`config.mk`:
```
export PLATFORM = sky130hd
export DESIGN_NAME = iter_subtract
export DESIGN_NICKNAME = d
export VERILOG_FILES = /design/src/rtl/alu_pkg.sv /design/src/rtl/sub_digit.sv /design/src/rtl/iter_subtract.sv
export SDC_FILE = /design/constraint.sdc
export NUM_CORES = 1
export LEC_CHECK = 0
export BUFFER_PORTS_ARGS = -buffer_cell sky130_fd_sc_hd__buf_2
export CELL_PAD_IN_SITES_DETAIL_PLACEMENT = 0
export CELL_PAD_IN_SITES_GLOBAL_PLACEMENT = 1
export CORE_ASPECT_RATIO = 0.75
export CORE_MARGIN = 1.5
export CORE_UTILIZATION = 40
export DETAILED_ROUTE_END_ITERATION = 12
export GPL_TIMING_DRIVEN = 0
export HOLD_SLACK_MARGIN = 0.12
export PLACE_DENSITY = 0.86
export SYNTH_ARGS = -nofsm -noshare
export SYNTH_HDL_FRONTEND = slang
export SYNTH_HIERARCHICAL = 1
export SYNTH_SLANG_ARGS = --single-unit
```
`constraint.sdc`:
```
create_clock -name clock -period 4.46 [get_ports clock]
set_input_delay 0.892 -clock clock [delete_from_list [all_inputs] [get_ports clock]]
set_output_delay 0.892 -clock clock [all_outputs]
set_load 0.01 [all_outputs]
```
`src/rtl/alu_pkg.sv`:
```
// Shared definitions for the iterative subtractor feeding the equality stage:
// FSM state encoding, datapath width and default digit width.
package alu_pkg;

  typedef enum logic [1:0] {
    IDLE = 2'd0,
    RUN  = 2'd1,
    DONE = 2'd2
  } state_t;

  localparam int ALU_WIDTH       = 32;
  localparam int DEFAULT_DIGIT_W = 4;

endpackage

```
`src/rtl/sub_digit.sv`:
```
// One digit of A + ~B + cin; the caller supplies B already inverted.
// Purely combinational.
module sub_digit
  import alu_pkg::*;
#(
  parameter int DIGIT_W = DEFAULT_DIGIT_W
) (
  input  logic [DIGIT_W-1:0] a,
  input  logic [DIGIT_W-1:0] b_n,
  input  logic               cin,
  output logic [DIGIT_W-1:0] d,
  output logic               cout
);

  assign {cout, d} = {1'b0, a} + {1'b0, b_n} + {{DIGIT_W{1'b0}}, cin};

endmodule

```
`src/rtl/iter_subtract.sv`:
```
// Multi-cycle A-B subtractor, one DIGIT_W-bit digit per cycle, LSB digit first.
// Define ITER_SUBTRACT_FLAGS_EN to enable the signed less-than / overflow flags.
module iter_subtract
  import alu_pkg::*;
#(
  parameter int WIDTH   = ALU_WIDTH,
  parameter int DIGIT_W = DEFAULT_DIGIT_W
) (
  input  logic             clock,
  input  logic             reset_n,
  input  logic             in_valid,
  output logic             in_ready,
  input  logic [WIDTH-1:0] in_a,
  input  logic [WIDTH-1:0] in_b,
  output logic             out_valid,
  input  logic             out_ready,
  output logic [WIDTH-1:0] out_diff,
  output logic             out_lessthan,
  output logic             out_overflow
);

  localparam int N     = WIDTH / DIGIT_W;
  localparam int CNT_W = (N > 1) ? $clog2(N) : 1;

  generate
    if ((WIDTH % DIGIT_W) != 0) begin : g_bad_digit_w
      $error("iter_subtract: WIDTH must be a multiple of DIGIT_W");
    end
  endgenerate

  state_t             state_reg, state_next;
  logic [CNT_W-1:0]   cnt_reg;
  logic               carry_reg;
  logic [WIDTH-1:0]   a_reg, nb_reg, diff_reg;
  logic [DIGIT_W-1:0] digit;
  logic               digit_cout;
  logic [WIDTH-1:0]   diff_shift;
  logic               last_digit;

  // Operand regs shift right each RUN cycle, so the active digit is always bits [DIGIT_W-1:0].
  sub_digit #(.DIGIT_W(DIGIT_W)) u_sub_digit (
    .a    (a_reg[DIGIT_W-1:0]),
    .b_n  (nb_reg[DIGIT_W-1:0]),
    .cin  (carry_reg),
    .d    (digit),
    .cout (digit_cout)
  );

  assign diff_shift = {digit, diff_reg[WIDTH-1:DIGIT_W]};
  assign last_digit = (cnt_reg == CNT_W'(N - 1));

  always_comb begin
    state_next = state_reg;
    case (state_reg)
      IDLE:    if (in_valid) state_next = RUN;
      RUN:     if (last_digit) state_next = DONE;
      DONE:    if (out_ready) state_next = IDLE;
      default: state_next = IDLE;
    endcase
  end

  always_ff @(posedge clock or negedge reset_n) begin
    if (!reset_n) begin
      state_reg <= IDLE;
      cnt_reg   <= '0;
      carry_reg <= 1'b0;
      a_reg     <= '0;
      nb_reg    <= '0;
      diff_reg  <= '0;
    end else begin
      state_reg <= state_next;
      case (state_reg)
        IDLE: begin
          if (in_valid) begin
            a_reg     <= in_a;
            nb_reg    <= ~in_b;
            carry_reg <= 1'b1;
            cnt_reg   <= '0;
          end
        end
        RUN: begin
          a_reg     <= a_reg >> DIGIT_W;
          nb_reg    <= nb_reg >> DIGIT_W;
          diff_reg  <= diff_shift;
          carry_reg <= digit_cout;
          cnt_reg   <= cnt_reg + CNT_W'(1);
        end
        default: ;
      endcase
    end
  end

  assign in_ready  = (state_reg == IDLE);
  assign out_valid = (state_reg == DONE);
  assign out_diff  = diff_reg;

`ifdef ITER_SUBTRACT_FLAGS_EN
  logic a_sign_reg, b_sign_reg, lt_reg, ovf_reg;
  logic ovf_calc;

  // Signed overflow: operands differ in sign and the result's sign differs from A.
  assign ovf_calc = (a_sign_reg != b_sign_reg) && (diff_shift[WIDTH-1] != a_sign_reg);

  always_ff @(posedge clock or negedge reset_n) begin
    if (!reset_n) begin
      a_sign_reg <= 1'b0;
      b_sign_reg <= 1'b0;
      lt_reg     <= 1'b0;
      ovf_reg    <= 1'b0;
    end else if (state_reg == IDLE && in_valid) begin
      a_sign_reg <= in_a[WIDTH-1];
      b_sign_reg <= in_b[WIDTH-1];
    end else if (state_reg == RUN && last_digit) begin
      ovf_reg <= ovf_calc;
      lt_reg  <= diff_shift[WIDTH-1] ^ ovf_calc;
    end
  end

  assign out_lessthan = lt_reg;
  assign out_overflow = ovf_reg;
`else
  assign out_lessthan = 1'b0;
  assign out_overflow = 1'b0;
`endif

endmodule
```
-- Word level (Yosys, flattened, before mapping)
Cells that the tools add are included.
- add/subtract/negate cells: 3
- equality and inequality tests: 6
- muxes and demuxes: 12
- bitwise logic cells: 1
- reduce and logical (&&, ||, !) cells: 4
- operators with widths (cell ; number):
    $pmux 32 s2 ; 2
    $mux 32 ; 2
    $not 32->32 ; 1
    $mux 2 ; 3
    $pmux 2 s3 ; 1
    $pmux 3 s2 ; 1
    $add 4x4->5 ; 1
    $add 5x1->5 ; 1
    $ne 2x2->1 const B ; 2
    $add 3x1->3 const B ; 1
    $eq 3x3->1 const B ; 1
    $mux 3 ; 1
    $reduce_and 3->1 ; 1
    $eq 2x1->1 const B ; 1
    $eq 2x2->1 const B ; 1
    $logic_not 2->1 ; 1
    $ne 2x1->1 const B ; 1
    $pmux 1 s2 ; 1
    $reduce_and 2->1 ; 1
    $reduce_bool 2->1 ; 1
    $mux 1 ; 1
- register bits after elaboration: 102
- input bits: 68
- output and inout port bits: 36
- word-level logic and storage cells: 32

-- Logic depth before layout (Yosys ltp)
- depth after elaboration: 3
- depth in mapped cells: 7
- mapped depth without buffers: 7

-- Hierarchy
The synthesis kept the hierarchy.
- modules (own cells, without submodules) (module ; times used ; cells each ; area an instance (µm²) ; seq. area each (µm²)):
    iter_subtract ; 1 ; 419 ; 4327.9 ; 2552.4
    sub_digit ; 1 ; 16 ; 143.9 ; 0.0

-- Least setup slack after synthesis
OpenSTA, ideal clock, no wires.
- kind: in2reg
- start point: in in_valid
- end point: reg a_reg[22]
- setup time: 0.137 ns
- arrival: 1.670 ns
- required time: 4.323 ns
- setup slack: 2.653 ns
- cell stages on the path: 6
- path buffers: 3
- cells stage by stage: buf_2 > o21ba_2 > buf_4 > buf_4 > nor2_1 > a21oi_1
- longest elaborated chain between the ends: 2
- RTL lines (what ; line ; RTL):
    start, declared ; iter_subtract.sv:11 ; input logic in_valid,
    $ne 2x2->1 (no source line) ; - ;
    $reduce_and 2->1 (no source line) ; - ;
    end signal, assigned ; iter_subtract.sv:75 ; a_reg <= in_a;
    end signal, assigned ; iter_subtract.sv:82 ; a_reg <= a_reg >> DIGIT_W;
    end, declared ; iter_subtract.sv:34 ; logic [WIDTH-1:0] a_reg, nb_reg, diff_reg;
No other way between the ends.
A chain may end at the register's enable or synchronous reset.

-- Worst setup path in the final report
- start point: reg state_reg[1]
- end point: out out_valid
- longest elaborated chain between the ends: 1
- RTL lines (what ; line ; RTL):
    start, declared ; iter_subtract.sv:31 ; state_t state_reg, state_next;
    start signal, assigned ; iter_subtract.sv:71 ; state_reg <= state_next;
    $eq 2x2->1 ; iter_subtract.sv:94 ; assign out_valid = (state_reg == DONE);
    end, declared ; iter_subtract.sv:15 ; output logic out_valid,
No other way between the ends.

==> results.yml <==
setup_path:
  rrSetupSlack_ps: 2720
  critical_path_buf_inv_count: 3
  crit_family: "buffers and inverters"
  arrival_ps: 1670
  required_ps: 3570
  slowest_stage: "dfrtp_1"
  r2r_end: "carry_reg$_DFFE_PN0P_"
  path_cells: "inv_1 -> clkbuf_1 -> nor2_1 -> buf_2"
  start_kind: "flip-flop"
  r2r_start: "a_reg[0]$_DFFE_PN0P_"
  critPathKind: "flip-flop to output port"
  rr_worst_depth: 7
  cpPeakStageDelay_ps: 460
  crit_fanout: 10
  cp-end-kind: "output port"
sta:
  clock_skew_ps: 6.57
  drv_slew: 0
  post-route-period-util_pct: 57.5
  min_period_ps: 2570
  hold_violations: 0
  max_freq_mhz: 390
  setup_viol: 0
  rsz0062_at_grt: "false"
  slew_headroom_pct: 65.8
  worstMarginPinSlew_ps: 512
  tns_ps: 0
floorplan:
  dieHeight_um: 94.6
  rows: 33
  fp.dieArea_sq_um: 11800
  pin_count: 104
  die_w_um: 125
  start_util_pct: 41.0
  core_area_sq_um: 10900
synth:
  yosysSeqAreaShare_pct: 57.1
  avgSynthCellArea_sq_um: 10.3
  syn_inst: 435
  ys_ff_latch: 102
  synthesis.area_sq_um: 4470
  synth_cell_types: 30
  yosysWarnings: 6
clock_tree:
  tritoncts: "built"
  clock_latency_ps: 350
  post_cts_buffers: 0
  root_buffer: "clkbuf_16"
  path_clk_slew_ps: 70
  clockBufferDepth: 2
  cts_max_level: 3
  cts-buffers-inserted: 9
  cts.sinks: 102
  cts_resized: 0
  ctsHoldBuffers: 0
cells_and_area:
  nNetsFinal: 623
  area_growth_pct: 22.7
  final_layout_size_suffix_gt1_share_pct: 26.8
  antenna_cells: 0
  utilization_pct: 50.3
route:
  drt_first_iter_violations: 251
  ant_nets: 0
  post_drt_wl_per_cell_um: 15.8
  vias_per_cell: 5.22
  drc_errors: 0
  first_pass_iters: 4
  wl_um: 11000
  dr_total_vias: 3620
grt:
  overflow: 0
  grt_pass1_wl_um: 18100
  grt_max_degree: 68
  grt_use_total_pct: 19.6
  antenna_found_initial: 0
  grt_pass1_vias: 3552
min_path:
  hold_start: "out_diff[0]$_DFFE_PN0N_"
  hold_path.class: "flip-flop to flip-flop"
  hold_depth: 2
  hold-path-endpoint: "out_diff[0]$_DFFE_PN0N_"
place:
  dp_hpwl_um: 7910
  port_buffers: 100
  gp_congestion: 0.804
power:
  p_leak_uw: 0.00268
  vdd_drop_max_v: 0.000257
  total_power_uw: 4160
  power_density_nw_per_um2: 757
run_status:
  status: "completed"
run:
  max_cap_violations: 0
synth_stat cells, drive strengths merged:
cell     count  share of area, %
clkbuf      12               1.0
o31ai        1              0.17
o21ba        1              0.22
dfrtp      102                57
nor2        25               2.1
a21oi       32               3.7
a21o         1              0.17
nand2b       5              0.76
buf         25               4.0
xnor2        2              0.39
fa           2              0.90
a2bb2oi     24               4.7
o221a        2              0.50
inv          6              0.50
o22a        25               4.9
o21ai       10               1.1
ha           5               1.4
nand3b       2              0.34
o2bb2ai      4              0.78
a32o         2              0.45
nand2      105               8.8
o21bai       1              0.25
conb         1             0.084
nor2b        4              0.56
o22ai       34               4.8
a22o         2              0.39
area by class of cell:
cell class,count,area (sq um)
clock inverters,7,80.1
repair buffers,101,531
multi-input cells,291,1680
clock buffers,9,225
well taps,140,175
flip-flops and latches,102,2550
plain buffers,37,224
fillers,1053,5410
inverters,6,22.5
logic make-up (layout without fill, tap and decap cells):
| kind of cell | Yosys count | after routing | share of synthesized area, % |
|---|---|---|---|
| adder cells (fa/ha/maj) | 7 | 7 | 2.29 |
| XOR/XNOR | 2 | 2 | 0.392 |
| AND/OR/NAND/NOR | 141 | 141 | 12.6 |
| AO/OA/AOI/OAI | 139 | 139 | 22.1 |
| other | 1 | 2 | 0.0839 |
| buffers and inverters | 43 | 160 | 5.51 |
| flip-flops | 102 | 102 | 57.1 |
metal layers:
metal  wire [um]  vias up  GRT usage, %
li1            -     1750             -
met5           0        -             0
met3         667       15          5.16
met4         188        0          7.77
met1        5150     1754          26.8
met2        4970      101          30.1
worst max path at each step:
| stage | startpoint | end | depth (start not counted) |
|---|---|---|---|
| CTS | state_reg[1]$_DFFE_PN0P_ | out_valid | 4 |
| floorplan | in_valid | a_reg[22]$_DFFE_PN0P_ | 6 |
| global placement | reset_n | a_reg[20]$_DFFE_PN0P_ | 1 |
| detailed placement | state_reg[1]$_DFFE_PN0P_ | out_valid | 4 |
| finish | state_reg[1]$_DFFE_PN0P_ | out_valid | 4 |
| global route | state_reg[1]$_DFFE_PN0P_ | out_valid | 4 |
tightest hold or removal path: cells and delay by family (launching register included):
| kind | cells | cell delay, ps |
|---|---|---|
| and+or+nand+nor | 2 | 100 |
| DFF | 1 | 340 |
through the flow:
| stage | hold slack, ps | instance area (sq um) | cells | setup WS (ps) |
|---|---|---|---|---|
| floorplan | 451 | 4480 | 436 | 2650 |
| global placement | 456 | 5150 | 676 | 1390 |
| detailed placement | 461 | 5180 | 677 | 2310 |
| CTS | 478 | 5490 | 693 | 1910 |
| global route | 503 | 5490 | 693 | 1860 |
| finish | 475 | 5490 | 693 | 1890 |
power by group:
group          switching [uW]  internal [uW]  total [uW]
logic                     910            806        1720
clock network             362            442         804
registers                 278           1360        1640
cell usage in the layout (no fill, tap or decap), types with 2 or more instances in the layout:
master,count
o22a_1,25
o22ai_1,34
a32o_1,2
nand3b_1,2
conb_1,2
nand2b_1,4
nor2b_1,4
clkbuf_1,12
dfrtp_1,102
nand2_1,105
xnor2_1,2
a22o_1,2
fa_1,2
nor2_1,25
a21oi_1,31
ha_1,5
a2bb2oi_1,24
clkbuf_16,9
buf_4,10
o2bb2ai_1,4
o221a_2,2
inv_1,6
clkinv_4,2
buf_6,5
buf_2,110
o21ai_0,10
(Power assumes the default switching activity.)
